**src/rtl/mem_arb_pkg.sv**
```systemverilog
// Shared types for the IFU/LSU memory arbiter: FSM states, owner encoding,
// default bus widths and the round-robin pick function.
package mem_arb_pkg;

    typedef logic [31:0] ysyx_23060251_addr_bus;
    typedef logic [31:0] ysyx_23060251_xlen_bus;
    typedef logic [3:0]  ysyx_23060251_mask_bus;

    typedef enum logic [1:0] {
        ysyx_23060251_arb_idle = 2'd0,
        ysyx_23060251_arb_req  = 2'd1,
        ysyx_23060251_arb_wait = 2'd2
    } arb_state_e;

    typedef enum logic {
        ysyx_23060251_arb_if = 1'b0,
        ysyx_23060251_arb_ls = 1'b1
    } arb_owner_e;

    // Under contention the master that did not win last time gets the grant.
    function automatic arb_owner_e arb_pick(input logic if_valid, input logic ls_valid,
                                            input arb_owner_e last);
        if (ls_valid && (!if_valid || last == ysyx_23060251_arb_if)) begin
            return ysyx_23060251_arb_ls;
        end
        return ysyx_23060251_arb_if;
    endfunction

endpackage

```
**src/rtl/mem_arb_if.sv**
```systemverilog
// Valid/ready memory request/response bundle, used both between the masters and
// the arbiter and between the arbiter and memory.
interface mem_arb_if #(
    parameter int ADDR_W = 32,
    parameter int DATA_W = 32
);
    logic                  req_valid;
    logic                  req_ready;
    logic [ADDR_W-1:0]     addr;
    logic                  wen;
    logic [DATA_W-1:0]     wdata;
    logic [DATA_W/8-1:0]   wmask;
    logic                  resp_valid;
    logic [DATA_W-1:0]     resp_data;
    logic                  resp_err;

    modport master (
        output req_valid, addr, wen, wdata, wmask,
        input  req_ready, resp_valid, resp_data, resp_err
    );

    modport slave (
        input  req_valid, addr, wen, wdata, wmask,
        output req_ready, resp_valid, resp_data, resp_err
    );
endinterface

```
**src/rtl/mem_arb_timeout.sv**
```systemverilog
// Clearable, enabled, saturating cycle counter; expired_o is high while the
// count sits at TIMEOUT.
module mem_arb_timeout #(
    parameter int TIMEOUT = 255
) (
    input  logic clk_i,
    input  logic rst_i,
    input  logic clr_i,
    input  logic en_i,
    output logic expired_o
);
    localparam int              CNT_W = $clog2(TIMEOUT + 1);
    localparam logic [CNT_W-1:0] LIMIT = CNT_W'(TIMEOUT);

    logic [CNT_W-1:0] r_cnt;

    always_ff @(posedge clk_i or negedge rst_i) begin
        if (!rst_i) begin
            r_cnt <= '0;
        end else if (clr_i) begin
            r_cnt <= '0;
        end else if (en_i && (r_cnt != LIMIT)) begin
            r_cnt <= r_cnt + 1'b1;
        end
    end

    assign expired_o = (r_cnt == LIMIT);

endmodule

```
**src/rtl/mem_arb.sv**
```systemverilog
// Two-master (IFU/LSU) arbiter and sequencer onto a single memory port with one
// outstanding transaction, round-robin contention handling and a response timeout.
module mem_arb
    import mem_arb_pkg::*;
#(
    parameter int ADDR_W  = 32,
    parameter int DATA_W  = 32,
    parameter int TIMEOUT = 255
) (
    input  logic      clk_i,
    input  logic      rst_i,
    mem_arb_if.slave  if_bus,
    mem_arb_if.slave  ls_bus,
    mem_arb_if.master mem_bus
);
    localparam int MASK_W = DATA_W / 8;

    arb_state_e          r_state;
    arb_state_e          w_state_next;
    // The owner of the current transaction doubles as the round-robin last_grant.
    arb_owner_e          r_owner;
    arb_owner_e          w_grant;
    logic [ADDR_W-1:0]   r_addr;
    logic                r_wen;
    logic [DATA_W-1:0]   r_wdata;
    logic [MASK_W-1:0]   r_wmask;

    logic                w_accept;
    logic                w_mem_req_valid;
    logic                w_cnt_clr;
    logic                w_cnt_en;
    logic                w_expired;
    logic                w_resp_fire;
    logic                w_resp_err;
    logic [DATA_W-1:0]   w_resp_data;
    logic [1:0]          w_req_ready;
    logic [1:0]          w_resp_valid_m;
    logic [1:0]          w_resp_err_m;
    logic [DATA_W-1:0]   w_resp_data_m [2];

    assign w_grant  = arb_pick(if_bus.req_valid, ls_bus.req_valid, r_owner);
    assign w_accept = rst_i && (r_state == ysyx_23060251_arb_idle) &&
                      (if_bus.req_valid || ls_bus.req_valid);

    always_ff @(posedge clk_i or negedge rst_i) begin
        if (!rst_i) begin
            r_state <= ysyx_23060251_arb_idle;
        end else begin
            r_state <= w_state_next;
        end
    end

    always_comb begin
        w_state_next    = r_state;
        w_mem_req_valid = 1'b0;
        w_cnt_clr       = 1'b0;
        w_cnt_en        = 1'b0;
        w_resp_fire     = 1'b0;
        w_resp_err      = 1'b0;
        w_resp_data     = '0;
        case (r_state)
            ysyx_23060251_arb_idle: begin
                if (w_accept) w_state_next = ysyx_23060251_arb_req;
            end
            ysyx_23060251_arb_req: begin
                w_mem_req_valid = 1'b1;
                if (mem_bus.req_ready) begin
                    w_state_next = ysyx_23060251_arb_wait;
                    w_cnt_clr    = 1'b1;
                end
            end
            ysyx_23060251_arb_wait: begin
                w_cnt_en = 1'b1;
                // A real response beats a simultaneous timeout.
                if (mem_bus.resp_valid) begin
                    w_resp_fire  = 1'b1;
                    w_resp_err   = mem_bus.resp_err;
                    w_resp_data  = (r_wen || mem_bus.resp_err) ? '0 : mem_bus.resp_data;
                    w_state_next = ysyx_23060251_arb_idle;
                end else if (w_expired) begin
                    w_resp_fire  = 1'b1;
                    w_resp_err   = 1'b1;
                    w_state_next = ysyx_23060251_arb_idle;
                end
            end
            default: w_state_next = ysyx_23060251_arb_idle;
        endcase
    end

    always_ff @(posedge clk_i or negedge rst_i) begin
        if (!rst_i) begin
            r_owner <= ysyx_23060251_arb_if;
            r_addr  <= '0;
            r_wen   <= 1'b0;
            r_wdata <= '0;
            r_wmask <= '0;
        end else if (w_accept) begin
            r_owner <= w_grant;
            if (w_grant == ysyx_23060251_arb_ls) begin
                r_addr  <= ls_bus.addr;
                r_wen   <= ls_bus.wen;
                r_wdata <= ls_bus.wdata;
                r_wmask <= ls_bus.wmask;
            end else begin
                r_addr  <= if_bus.addr;
                r_wen   <= if_bus.wen;
                r_wdata <= if_bus.wdata;
                r_wmask <= if_bus.wmask;
            end
        end
    end

    mem_arb_timeout #(
        .TIMEOUT (TIMEOUT)
    ) u_timeout (
        .clk_i     (clk_i),
        .rst_i     (rst_i),
        .clr_i     (w_cnt_clr),
        .en_i      (w_cnt_en),
        .expired_o (w_expired)
    );

    for (genvar gi = 0; gi < 2; gi++) begin : g_master
        localparam arb_owner_e OWN = (gi == 0) ? ysyx_23060251_arb_if : ysyx_23060251_arb_ls;
        assign w_req_ready[gi]    = w_accept && (w_grant == OWN);
        assign w_resp_valid_m[gi] = w_resp_fire && (r_owner == OWN);
        assign w_resp_err_m[gi]   = w_resp_valid_m[gi] && w_resp_err;
        assign w_resp_data_m[gi]  = w_resp_valid_m[gi] ? w_resp_data : '0;
    end

    assign if_bus.req_ready  = w_req_ready[0];
    assign if_bus.resp_valid = w_resp_valid_m[0];
    assign if_bus.resp_err   = w_resp_err_m[0];
    assign if_bus.resp_data  = w_resp_data_m[0];
    assign ls_bus.req_ready  = w_req_ready[1];
    assign ls_bus.resp_valid = w_resp_valid_m[1];
    assign ls_bus.resp_err   = w_resp_err_m[1];
    assign ls_bus.resp_data  = w_resp_data_m[1];

    assign mem_bus.req_valid = w_mem_req_valid;
    assign mem_bus.addr      = r_addr;
    assign mem_bus.wen       = r_wen;
    assign mem_bus.wdata     = r_wdata;
    assign mem_bus.wmask     = r_wmask;

endmodule

```
**src/flat_wrapper.sv**
```systemverilog
// flat-port wrapper written by rule: the top's interface ports become plain ports
module mem_arb_flat import mem_arb_pkg::*;
#(
    parameter int ADDR_W  = 32,
    parameter int DATA_W  = 32,
    parameter int TIMEOUT = 255
)
  (clk_i, rst_i, if_bus_req_valid, if_bus_addr, if_bus_wen, if_bus_wdata, if_bus_wmask, if_bus_req_ready, if_bus_resp_valid, if_bus_resp_data, if_bus_resp_err, ls_bus_req_valid, ls_bus_addr, ls_bus_wen, ls_bus_wdata, ls_bus_wmask, ls_bus_req_ready, ls_bus_resp_valid, ls_bus_resp_data, ls_bus_resp_err, mem_bus_req_valid, mem_bus_addr, mem_bus_wen, mem_bus_wdata, mem_bus_wmask, mem_bus_req_ready, mem_bus_resp_valid, mem_bus_resp_data, mem_bus_resp_err);
  mem_arb_if #(.ADDR_W(ADDR_W), .DATA_W(DATA_W)) if_bus_i ();
  mem_arb_if #(.ADDR_W(ADDR_W), .DATA_W(DATA_W)) ls_bus_i ();
  mem_arb_if #(.ADDR_W(ADDR_W), .DATA_W(DATA_W)) mem_bus_i ();
  input  logic clk_i;
  input  logic rst_i;
  input wire logic [$bits(if_bus_i.req_valid)-1:0] if_bus_req_valid;
  input wire logic [$bits(if_bus_i.addr)-1:0] if_bus_addr;
  input wire logic [$bits(if_bus_i.wen)-1:0] if_bus_wen;
  input wire logic [$bits(if_bus_i.wdata)-1:0] if_bus_wdata;
  input wire logic [$bits(if_bus_i.wmask)-1:0] if_bus_wmask;
  output wire logic [$bits(if_bus_i.req_ready)-1:0] if_bus_req_ready;
  output wire logic [$bits(if_bus_i.resp_valid)-1:0] if_bus_resp_valid;
  output wire logic [$bits(if_bus_i.resp_data)-1:0] if_bus_resp_data;
  output wire logic [$bits(if_bus_i.resp_err)-1:0] if_bus_resp_err;
  input wire logic [$bits(ls_bus_i.req_valid)-1:0] ls_bus_req_valid;
  input wire logic [$bits(ls_bus_i.addr)-1:0] ls_bus_addr;
  input wire logic [$bits(ls_bus_i.wen)-1:0] ls_bus_wen;
  input wire logic [$bits(ls_bus_i.wdata)-1:0] ls_bus_wdata;
  input wire logic [$bits(ls_bus_i.wmask)-1:0] ls_bus_wmask;
  output wire logic [$bits(ls_bus_i.req_ready)-1:0] ls_bus_req_ready;
  output wire logic [$bits(ls_bus_i.resp_valid)-1:0] ls_bus_resp_valid;
  output wire logic [$bits(ls_bus_i.resp_data)-1:0] ls_bus_resp_data;
  output wire logic [$bits(ls_bus_i.resp_err)-1:0] ls_bus_resp_err;
  output wire logic [$bits(mem_bus_i.req_valid)-1:0] mem_bus_req_valid;
  output wire logic [$bits(mem_bus_i.addr)-1:0] mem_bus_addr;
  output wire logic [$bits(mem_bus_i.wen)-1:0] mem_bus_wen;
  output wire logic [$bits(mem_bus_i.wdata)-1:0] mem_bus_wdata;
  output wire logic [$bits(mem_bus_i.wmask)-1:0] mem_bus_wmask;
  input wire logic [$bits(mem_bus_i.req_ready)-1:0] mem_bus_req_ready;
  input wire logic [$bits(mem_bus_i.resp_valid)-1:0] mem_bus_resp_valid;
  input wire logic [$bits(mem_bus_i.resp_data)-1:0] mem_bus_resp_data;
  input wire logic [$bits(mem_bus_i.resp_err)-1:0] mem_bus_resp_err;
  assign if_bus_i.req_valid = if_bus_req_valid;
  assign if_bus_i.addr = if_bus_addr;
  assign if_bus_i.wen = if_bus_wen;
  assign if_bus_i.wdata = if_bus_wdata;
  assign if_bus_i.wmask = if_bus_wmask;
  assign if_bus_req_ready = if_bus_i.req_ready;
  assign if_bus_resp_valid = if_bus_i.resp_valid;
  assign if_bus_resp_data = if_bus_i.resp_data;
  assign if_bus_resp_err = if_bus_i.resp_err;
  assign ls_bus_i.req_valid = ls_bus_req_valid;
  assign ls_bus_i.addr = ls_bus_addr;
  assign ls_bus_i.wen = ls_bus_wen;
  assign ls_bus_i.wdata = ls_bus_wdata;
  assign ls_bus_i.wmask = ls_bus_wmask;
  assign ls_bus_req_ready = ls_bus_i.req_ready;
  assign ls_bus_resp_valid = ls_bus_i.resp_valid;
  assign ls_bus_resp_data = ls_bus_i.resp_data;
  assign ls_bus_resp_err = ls_bus_i.resp_err;
  assign mem_bus_req_valid = mem_bus_i.req_valid;
  assign mem_bus_addr = mem_bus_i.addr;
  assign mem_bus_wen = mem_bus_i.wen;
  assign mem_bus_wdata = mem_bus_i.wdata;
  assign mem_bus_wmask = mem_bus_i.wmask;
  assign mem_bus_i.req_ready = mem_bus_req_ready;
  assign mem_bus_i.resp_valid = mem_bus_resp_valid;
  assign mem_bus_i.resp_data = mem_bus_resp_data;
  assign mem_bus_i.resp_err = mem_bus_resp_err;
  mem_arb #(.ADDR_W(ADDR_W), .DATA_W(DATA_W), .TIMEOUT(TIMEOUT)) u_core (.clk_i(clk_i), .rst_i(rst_i), .if_bus(if_bus_i), .ls_bus(ls_bus_i), .mem_bus(mem_bus_i));
endmodule
```
**config.mk**
```make
export PLATFORM = sky130hd
export DESIGN_NAME = mem_arb_flat
export DESIGN_NICKNAME = d
export VERILOG_FILES = /design/src/rtl/mem_arb_pkg.sv /design/src/rtl/mem_arb_if.sv /design/src/rtl/mem_arb_timeout.sv /design/src/rtl/mem_arb.sv /design/src/flat_wrapper.sv
export SDC_FILE = /design/constraint.sdc
export NUM_CORES = 1
export LEC_CHECK = 0
export ABC_AREA = 1
export BUFFER_PORTS_ARGS = -buffer_cell sky130_fd_sc_hd__buf_2
export CAP_MARGIN = 15
export CORE_AREA = 3 3 122 124
export CTS_BUF_LIST = sky130_fd_sc_hd__clkbuf_2
export CTS_CLUSTER_DIAMETER = 50
export CTS_CLUSTER_SIZE = 40
export DETAILED_ROUTE_END_ITERATION = 8
export DIE_AREA = 0 0 125 127
export PLACE_DENSITY = 0.68
export REMOVE_ABC_BUFFERS = 1
export SKIP_CTS_REPAIR_TIMING = 1
export SLEW_MARGIN = 10
export SYNTH_ARGS = -nofsm -noshare
export SYNTH_HDL_FRONTEND = slang
export SYNTH_HIERARCHICAL = 1
export SYNTH_SLANG_ARGS = --single-unit
export TNS_END_PERCENT = 5
```
**constraint.sdc**
```tcl
create_clock -name clk_i -period 2.75 [get_ports clk_i]
set_clock_uncertainty 0.05 [all_clocks]
set_input_delay 0.275 -clock clk_i [delete_from_list [all_inputs] [get_ports clk_i]]
set_output_delay 0.275 -clock clk_i [all_outputs]
set_load 0.02 [all_outputs]
```
[After elaboration in Yosys (flattened, before gate mapping)]
Cells that the tools add are included.
Word-level totals
  register bits after elaboration: 80
  word-level logic and storage cells: 62
  output and inout bits: 140
Operators by class
  add/subtract/negate cells: 1
  reductions and logical operators: 17
  equal/unequal tests: 7
  muxes and demuxes: 28
  bitwise gates (word level): 2
Operators by type and width (count)
  $mux 32: 7
  $mux 8: 2
  $mux 1: 13
  $logic_and 1x1->1: 10
  $add 8x1->8 const B: 1
  $eq 8x8->1 const B: 1
  $mux 2: 4
  $ne 8x8->1 const B: 1
  $pmux 2 s3: 1
  $mux 4: 1
  $logic_or 1x1->1: 3
  $ne 3x3->1 const B: 1
  $reduce_and 3->1: 1
  $eq 2x1->1 const B: 1
  $eq 2x2->1 const B: 1
  $logic_not 2->1: 1
  $ne 2x1->1 const B: 1
  $ne 2x2->1 const B: 1
  $not 1->1: 2
  $reduce_bool 2->1: 1
  $logic_not 1->1: 1

[Logic depth before layout (Yosys ltp)]
Gate-level depths: netlist of the first run.
  depth in word-level cells: 7
  gate-level depth with buffers: 10

[Modules after synthesis]
Netlist of the first run, hierarchy kept.
By module, submodules not included
  mem_arb: cells each 668, times used 1, area each 4400.5 sq um, seq. area each 1801.7 sq um
  mem_arb_timeout: cells each 70, times used 1, area each 508.0 sq um, seq. area each 200.2 sq um

[Worst setup path before layout of the first run]
No wires, ideal clock.
  path kind: reg2out
  start: reg u_core.u_timeout.r_cnt[1]
  end: out if_bus_resp_data[10]
  setup slack: 759 ps
  arrival time: 1666 ps
  data required time: 2425 ps
  cell stages (with the launch flop): 11
  cells stage by stage: dfrtp_1 > ha_1 > nand2_2 > nor2_4 > nand2_4 > inv_1 > inv_1 > nand2_1 > nand3_2 > buf_6 > nor2_1
On the way
  word-level cells in the longest chain between the ends: 6
Ends and longest elaborated chain
  start: declaration: RTL line mem_arb_timeout.sv:15  | logic [CNT_W-1:0] r_cnt;
  start signal: assignment: RTL line mem_arb_timeout.sv:23  | r_cnt <= r_cnt + 1'b1;
  $eq 8x8->1: RTL line mem_arb_timeout.sv:27  | assign expired_o = (r_cnt == LIMIT);
  net u_core.w_expired: RTL line mem_arb.sv:32  | logic w_expired;
  $mux 1: RTL line mem_arb.sv:80  | end else if (w_expired) begin
  $mux 1: RTL line mem_arb.sv:75  | if (mem_bus.resp_valid) begin
  $mux 1: RTL line mem_arb.sv:61  | case (r_state)
  $logic_and 1x1->1: RTL line mem_arb.sv:126  | assign w_resp_valid_m[gi] = w_resp_fire && (r_owner == OWN);
  $mux 32: RTL line mem_arb.sv:128  | assign w_resp_data_m[gi] = w_resp_valid_m[gi] ? w_resp_data : '0;
  end: declaration: RTL line flat_wrapper.sv:21  | output wire logic [$bits(if_bus_i.resp_data)-1:0] if_bus_resp_data;
The timed path passes the listed nets, and every way through them passes these cells.

[Final worst setup path of the first run]
  start: reg u_core.u_timeout.r_cnt[1]
  end: out ls_bus_resp_data[26]
On the way
  word-level cells in the longest chain between the ends: 6
Ends and longest elaborated chain
  $eq 8x8->1: RTL line mem_arb_timeout.sv:27
  net u_core.w_expired: RTL line mem_arb.sv:32
  $mux 1: RTL line mem_arb.sv:80
  $mux 1: RTL line mem_arb.sv:75
  $mux 1: RTL line mem_arb.sv:61
  $logic_and 1x1->1: RTL line mem_arb.sv:126
  $mux 32: RTL line mem_arb.sv:128
  end: declaration: RTL line flat_wrapper.sv:30  | output wire logic [$bits(ls_bus_i.resp_data)-1:0] ls_bus_resp_data;
The timed path passes the listed nets, and every way through them passes these cells.

==> metrics.md, run 1 <==
| Metric | Value |
|---|---|
| Number of global-route vias before repair | `5195` |
| Average wire per standard cell | `between 10 and 15 um` |
| Weighted congestion at the end of routability-driven global placement | `around 0.83` |
| Worst Path Required | `2.42 ns` |
| Count of antenna-violating nets left after detailed routing | `0` |
| Effective utilization at floorplan | `35.4%` |
| Num CTS Buffers | `9` |
| Worst slew pin tran | `around 0.92 ns` |
| Number of design-rule violations left by the first detailed-router iteration | `approximately 440` |
| Number of buffers inserted by port buffering | `316` |
| Setup repair after global routing missed its margin | `true` |
| Post-Syn Instances | `738` |
| Startpoint Class | `register` |
| Multi-input combinational cell area | `~2500 um2` |
| Sequential element share of the synthesized area | `40.8%` |
| TritonCTS clock tree | `built` |
| Final Cycle Share | `roughly 94%` |
| Total overflow reported by the global router | `0` |
| Std-Cell Core Area | `13900 um2` |
| Final TNS setup | `0 ns` |
| VDD IR-drop max | `0.444 mV` |
| Worst min path class | `input port to register` |
| Cell with the largest stage delay on the worst path | `sky130_fd_sc_hd__dfrtp_1` |
| Initial antenna violation count | `1` |
| Layout cells sized above 1 | `31.6%` |
| Clock tree sinks | `80` |
| Maximum achievable frequency | `388 MHz` |
| Syn_area_per_cell | `around 6.7 um2` |
| FF-to-FF End | `u_core/mem_bus.addr[5]` |
| R2R Path Start | `u_core/r_owner` |
| Max Cap Viol | `0` |
| Synth warnings | `6` |
| Number of pins with negative max-slew slack in the final report | `0` |
| Final hold violation count | `0` |
| Total via count in the routed design | `roughly 6400` |
| All-Layer GR Usage | `between 15 and 20%` |
| FF-to-FF path depth | `7` |
| Capture point of the critical path | `ls_bus_resp_data[26]` |
| FILL cells | `1270` |
| Status | `finished, final reports clean` |
| Number of distinct library cell variants in the gate-level netlist after synthesis | `24` |
| Worst relative slew slack | `a little under two fifths` |
| Instance area after placement | `about 6500 um2` |
| Clock latency reported for the late side of the worst-skew pair | `0.53 ns` |
| Nature of the critical path endpoint | `primary output` |
| Power Density | `between 700 and 800 nW/um2` |
| Layout-stage area growth over the synthesis result | `64.2%` |
| Register bit count reported by yosys | `80` |
| Register cell area after layout | `2000 um2` |
| IO Count | `317` |
| CP Depth | `11` |
| Vias per cell | `4.76` |
| Leading cell type in the layout, fill and taps excluded | `sky130_fd_sc_hd__nand2_1` |
| Top cell family by delay on the critical path | `simple AND/OR/NAND/NOR gates` |
| WP data arrival | `2.25 ns` |
| Maximum fanout count along the critical path | `34` |
| Final setup violation count | `0` |
| First-pass iteration count of the detailed router | `5` |
| Total Routed Length | `18900 um` |
| Commonest cells after routing, fill and taps aside | `sky130_fd_sc_hd__nand2_1 (371), sky130_fd_sc_hd__buf_2 (273), sky130_fd_sc_hd__dlygate4sd3_1 (133)` |
| DP Wirelength | `approximately 12000 um` |
| Pin count of the biggest net entering global routing | `74` |
| Die Span Y | `between 100 and 150 um` |
| Standard-cell rows | `43` |
| Area of the die | `~16000 um2` |
| Final critical path time including I/O delays and setup | `2.58 ns` |
| Number of instances in the placed design | `approximately 1200` |
| Global-route wire length before repair | `25800 um` |
| Clock edge transition at the registers on the reported setup and hold paths | `0.22 ns` |
| Number of buffer and inverter stages on the critical path | `4` |
| Clock tree root driver cell | `sky130_fd_sc_hd__clkbuf_2` |
| CP Launch Point | `u_core/u_timeout/r_cnt[1]` |
| Setup slack of the most critical reg-to-reg path | `0.52 ns` |
| Ordered list of cells on the worst path | `ha_2 > nand2_2 > nor2_4 > nand2_4 > inv_1 > inv_1 > nand2_2 > nand3_2 > buf_12 > nor2_1 > buf_2` |
| Nets | `1340` |
| Non-filler cells in the finished layout | `1348` |
| Number of buffers on the longest clock path | `2` |
| Critical path's largest stage delay | `0.44 ns` |
| Residual DRC | `0` |
| Crit path kind | `register to primary output` |
| Clock H-tree levels | `3` |
| Cell area after layout | `8060 um2` |
| Leakage power of the design | `4.64 nW` |
| Width of the die | `approximately 130 um` |
| Post-synthesis cell area | `4910 um2` |
[layer usage]
metal	vias to the layer above	part of all wire, %	GRT usage, %
met5	-	0	0
met4	0	2.9	6.57
met3	57	6.8	4.81
met2	272	51	33.0
met1	2959	39	25.1
li1	3133	-	-
[metrics by stage]
stage	hold slack [ns]	worst slack, ns	util (%)	total power [mW]
after floorplan	-0.0706	0.204	-	3.74
after global placement	0.0621	0.714	46.7	4.88
after detailed placement	0.0672	0.647	46.7	4.90
after CTS	-0.617	-0.0587	47.2	5.46
after global routing	0.00221	-0.0422	58.0	6.20
final	0.0258	0.173	58.0	5.73
[power breakdown]
part	switching (mW)	total [mW]	internal, mW
Sequential	0.305	2.02	1.71
Clock	0.406	0.531	0.125
Combinational	2.02	3.19	1.17
[registers in the layout (all words and copies together), names as in the netlist]
register / cells
u_core/r_owner: 1
u_core/mem_bus.wmask: 4
u_core/r_state: 2
u_core/mem_bus.wen: 1
u_core/u_timeout/r_cnt: 8
u_core/mem_bus.addr: 32
u_core/mem_bus.wdata: 32
[synth_stat cells]
master | instances | share of area [%]
sky130_fd_sc_hd__nand4_1 | 2 | 0.25
sky130_fd_sc_hd__inv_1 | 22 | 1.7
sky130_fd_sc_hd__clkinv_4 | 1 | 0.18
sky130_fd_sc_hd__o22ai_1 | 1 | 0.13
sky130_fd_sc_hd__nor2_2 | 1 | 0.13
sky130_fd_sc_hd__buf_2 | 18 | 1.8
sky130_fd_sc_hd__nor3_1 | 2 | 0.20
sky130_fd_sc_hd__a21oi_1 | 4 | 0.41
sky130_fd_sc_hd__buf_4 | 11 | 1.7
sky130_fd_sc_hd__nor2_4 | 5 | 1.1
sky130_fd_sc_hd__ha_1 | 1 | 0.25
sky130_fd_sc_hd__nand3_1 | 107 | 11
sky130_fd_sc_hd__nand2_4 | 3 | 0.69
sky130_fd_sc_hd__o21ai_1 | 3 | 0.31
sky130_fd_sc_hd__clkbuf_1 | 4 | 0.31
sky130_fd_sc_hd__o21ai_0 | 1 | 0.10
sky130_fd_sc_hd__nand3_2 | 2 | 0.41
sky130_fd_sc_hd__inv_2 | 2 | 0.15
sky130_fd_sc_hd__nor2_1 | 75 | 5.7
sky130_fd_sc_hd__buf_6 | 15 | 3.4
sky130_fd_sc_hd__nand2_2 | 5 | 0.64
sky130_fd_sc_hd__nand2_1 | 372 | 28
sky130_fd_sc_hd__xor2_1 | 1 | 0.18
sky130_fd_sc_hd__dfrtp_1 | 80 | 41
[area by class of cell]
cell class | count | share of cell area (%)
repair buffers | 460 | 39.3
multi-input cells | 586 | 30.8
flip-flops and latches | 80 | 24.8
well taps | 180 | 2.80
inverters | 25 | 1.23
clock buffers | 12 | 0.745
clock inverters | 4 | 0.264
diodes | 1 | 0.0311
[how the worst min path moves through the flow]
stage / startpoint / end / slack, ns / cells after the start
after floorplan: rst_i / u_core/mem_bus.addr[0] / -0.07 / 0
after global placement: rst_i / u_core/u_timeout/r_cnt[3] / 0.06 / 1
after detailed placement: rst_i / u_core/u_timeout/r_cnt[3] / 0.07 / 1
after CTS: rst_i / u_core/u_timeout/r_cnt[3] / -0.62 / 1
after global routing: ls_bus_wdata[24] / u_core/mem_bus.wdata[24] / 0.002 / 5
final: ls_bus_wdata[9] / u_core/mem_bus.wdata[9] / 0.03 / 5
[cells by family (layout without fill, tap and decap cells)]
group           after synthesis  after routing  share of synthesized area (%)
compound gates                9              9                          0.943
xor+xnor                      1              1                          0.178
fa+ha+maj                     1              1                          0.255
buf+inv                      73            501                           9.28
flops                        80             80                           40.8
other cells                   0              1                              0
simple gates                574            575                           48.6
[worst reg2reg max path, delay by kind of cell, from the launching register on]
family / cells / cell delay (ns)
and+or+nand+nor: 5 / 0.58
DFF: 1 / 0.46
buffers and inverters: 2 / 1.12
No activity file was read; power rests on OpenSTA's default activity.
==> run 2, diff against run 1 <==
==> constraint.sdc (replaced) <==
create_clock -name clk_i -period 2.75 [get_ports clk_i]
set_clock_uncertainty 0.05 [all_clocks]
set_input_delay 0.275 -clock clk_i [delete_from_list [all_inputs] [get_ports clk_i]]
set_output_delay 0.275 -clock clk_i [all_outputs]
set_load 0.01 [all_outputs]
==> run 2 against run 1 <==
  * Critical path depth did not move
  * Register-to-register slack got worse by 0.14 ns
  * Flip-flop and latch count did not move
  * Routed wire length rose by 3.7%
  * Non-clock buffer count rose by 14
  * Via count barely moved
  * Total power fell by 5.1%
  * First-iteration DRC count fell by 0.46%
  * Global-route usage fell by 0.16 points
  * Maximum frequency fell by 4.0%
  * Design area rose by 3.0%
==> metrics.md, run 2 (synthesis results as in run 1) <==
| Metric | Value |
|---|---|
| Clock edge transition at the registers on the reported setup and hold paths | `0.24 ns` |
| Commonest cells after routing, fill and taps aside | `sky130_fd_sc_hd__nand2_1 (371), sky130_fd_sc_hd__buf_2 (306), sky130_fd_sc_hd__dlygate4sd3_1 (141)` |
| Cell with the most instances on the worst path | `sky130_fd_sc_hd__nand2_4` |
| Clock latency reported for the late side of the worst-skew pair | `slightly below 0.6 ns` |
| TritonCTS clock tree | `built` |
| Critical path's largest stage delay | `between 0.4 and 0.5 ns` |
| Width of the die | `around 130 um` |
| Count of antenna-violating nets left after detailed routing | `0` |
| WP data arrival | `2.36 ns` |
| Total via count in the routed design | `6420` |
| Standard-cell rows | `43` |
| Total overflow reported by the global router | `0` |
| Maximum fanout count along the critical path | `8` |
| Worst setup slack after layout | `0.0665 ns` |
| Final critical path time including I/O delays and setup | `2.68 ns` |
| Number of buffer and inverter stages on the critical path | `4` |
| Initial antenna violation count | `1` |
| Leakage power of the design | `approximately 4.7 nW` |
| Worst Path Required | `2.42 ns` |
| Startpoint Class | `register` |
| Top cell family by delay on the critical path | `simple AND/OR/NAND/NOR gates` |
| Total Routed Length | `19600 um` |
| Setup repair after global routing missed its margin | `true` |
| Vias per cell | `between 4 and 5` |
| Leading cell type in the layout, fill and taps excluded | `sky130_fd_sc_hd__nand2_1` |
| Clock tree sinks | `80` |
| Worst relative slew slack | `between 30 and 40%` |
| Effective utilization at floorplan | `35.4%` |
| Clock tree root driver cell | `sky130_fd_sc_hd__clkbuf_2` |
| Number of buffers inserted by port buffering | `316` |
| Max Cap Viol | `0` |
| Number of buffers on the longest clock path | `2` |
| Num CTS Buffers | `9` |
| Power Density | `656 nW/um2` |
| Worst slew pin tran | `0.962 ns` |
| Worst slack at placement | `~0.34 ns` |
| Layout cells sized above 1 | `33.1%` |
| DP Wirelength | `between 10000 and 15000 um` |
| Crit path kind | `register to primary output` |
| Layout-stage area growth over the synthesis result | `69.1%` |
| Final TNS setup | `0 ns` |
| First-pass iteration count of the detailed router | `5` |
| Global-route wire length before repair | `roughly 26000 um` |
| Area of the die | `15900 um2` |
| Non-filler cells in the finished layout | `1363` |
| Number of design-rule violations left by the first detailed-router iteration | `437` |
| Number of instances in the placed design | `1196` |
| Average wire per standard cell | `14.4 um` |
| Status | `finished, final reports clean` |
| Ordered list of cells on the worst path | `ha_2 > nand2_4 > nor2_4 > nand2_4 > inv_2 > inv_2 > nand2_4 > nand3_4 > clkbuf_16 > nor2_4 > buf_6` |
| Worst min path class | `input port to register` |
| Die Span Y | `127 um` |
| Final Cycle Share | `97.6%` |
| Std-Cell Core Area | `13900 um2` |
| VDD IR-drop max | `0.374 mV` |
| IO Count | `around 320` |
| FILL cells | `1223` |
| Number of global-route vias before repair | `5036` |
| Final hold violation count | `0` |
| Maximum achievable frequency | `373 MHz` |
| Pin count of the biggest net entering global routing | `77` |
| Number of pins with negative max-slew slack in the final report | `0` |
| Nets | `1355` |
| Weighted congestion at the end of routability-driven global placement | `0.794` |
| Final setup violation count | `0` |
| Share of the core filled with cells | `around 60%` |
| Residual DRC | `0` |
| Nature of the critical path endpoint | `primary output` |
| Clock H-tree levels | `3` |
| Cell with the largest stage delay on the worst path | `sky130_fd_sc_hd__dfrtp_1` |
| All-Layer GR Usage | `between 10% and 20%` |
| Post-layout power | `about 5.4 mW` |
run 2: cell types whose count changed in the layout (fill, tap and decap cells not counted), moves of 8 or more:
cell	change
sky130_fd_sc_hd__nor2_1	-12
sky130_fd_sc_hd__nor2_4	+9
sky130_fd_sc_hd__buf_4	-38
sky130_fd_sc_hd__buf_6	+10
sky130_fd_sc_hd__dlygate4sd3_1	+8
sky130_fd_sc_hd__buf_2	+33
run 2: through the flow:
| step | hold slack, ns | area, um2 |
|---|---|---|
| finish | 0.181 | 8300 |
| global route | 0.133 | 8300 |
| CTS | -0.669 | 6540 |
| detailed placement | 0.0480 | 6450 |
| global placement | 0.0473 | 6450 |
| floorplan | -0.0706 | 4550 |
run 2: cell type report:
cell class | instances | area (um2) | area share [%]
Clock buffer | 9 | 45.0 | 0.543
Multi-Input combinational cell | 587 | 2600 | 31.4
Inverter | 25 | 98.8 | 1.19
Timing Repair Buffer | 474 | 3270 | 39.4
Clock inverter | 7 | 47.5 | 0.573
Sequential cell | 80 | 2000 | 24.1
Antenna cell | 1 | 2.50 | 0.0302
Tap cell | 180 | 225 | 2.71
run 2: power by group:
part / leakage (nW) / internal (mW) / switching, mW
sequential: 1.01 / 1.71 / 0.315
combinational: 3.67 / 1.20 / 1.66
clock: 0.0496 / 0.116 / 0.442
total: 4.73 / 3.03 / 2.41
run 2: per-layer routing:
layer	vias to the layer above	wire length [um]	track usage, %
li1	3168	-	-
met1	2971	7940	24.7
met2	246	10100	32.5
met3	35	1160	4.97
met4	0	445	7.21
met5	-	0	0
run 2: final timing paths:
| path | from | end | slack (ns) | cells past startpoint |
|---|---|---|---|---|
| max | u_core/u_timeout/r_cnt[0] | ls_bus_resp_data[11] | 0.07 | 11 |
| max in group asynchronous | rst_i | u_core/mem_bus.wdata[12] | 1.52 | 3 |
| min reg2reg | u_core/mem_bus.wdata[13] | u_core/mem_bus.wdata[13] | 0.45 | 2 |
| min in group asynchronous | rst_i | u_core/u_timeout/r_cnt[3] | 0.47 | 3 |
| min | mem_bus_resp_valid | u_core/r_state[1] | 0.18 | 4 |
| max reg2reg | u_core/r_owner | u_core/mem_bus.wmask[3] | 0.38 | 7 |
run 2: tightest hold or removal path, cell delays in order:
cell and delay [ns]:
sky130_fd_sc_hd__buf_2 0.13, sky130_fd_sc_hd__inv_1 0.16, sky130_fd_sc_hd__nand2_4 0.17, sky130_fd_sc_hd__o22ai_1 0.08
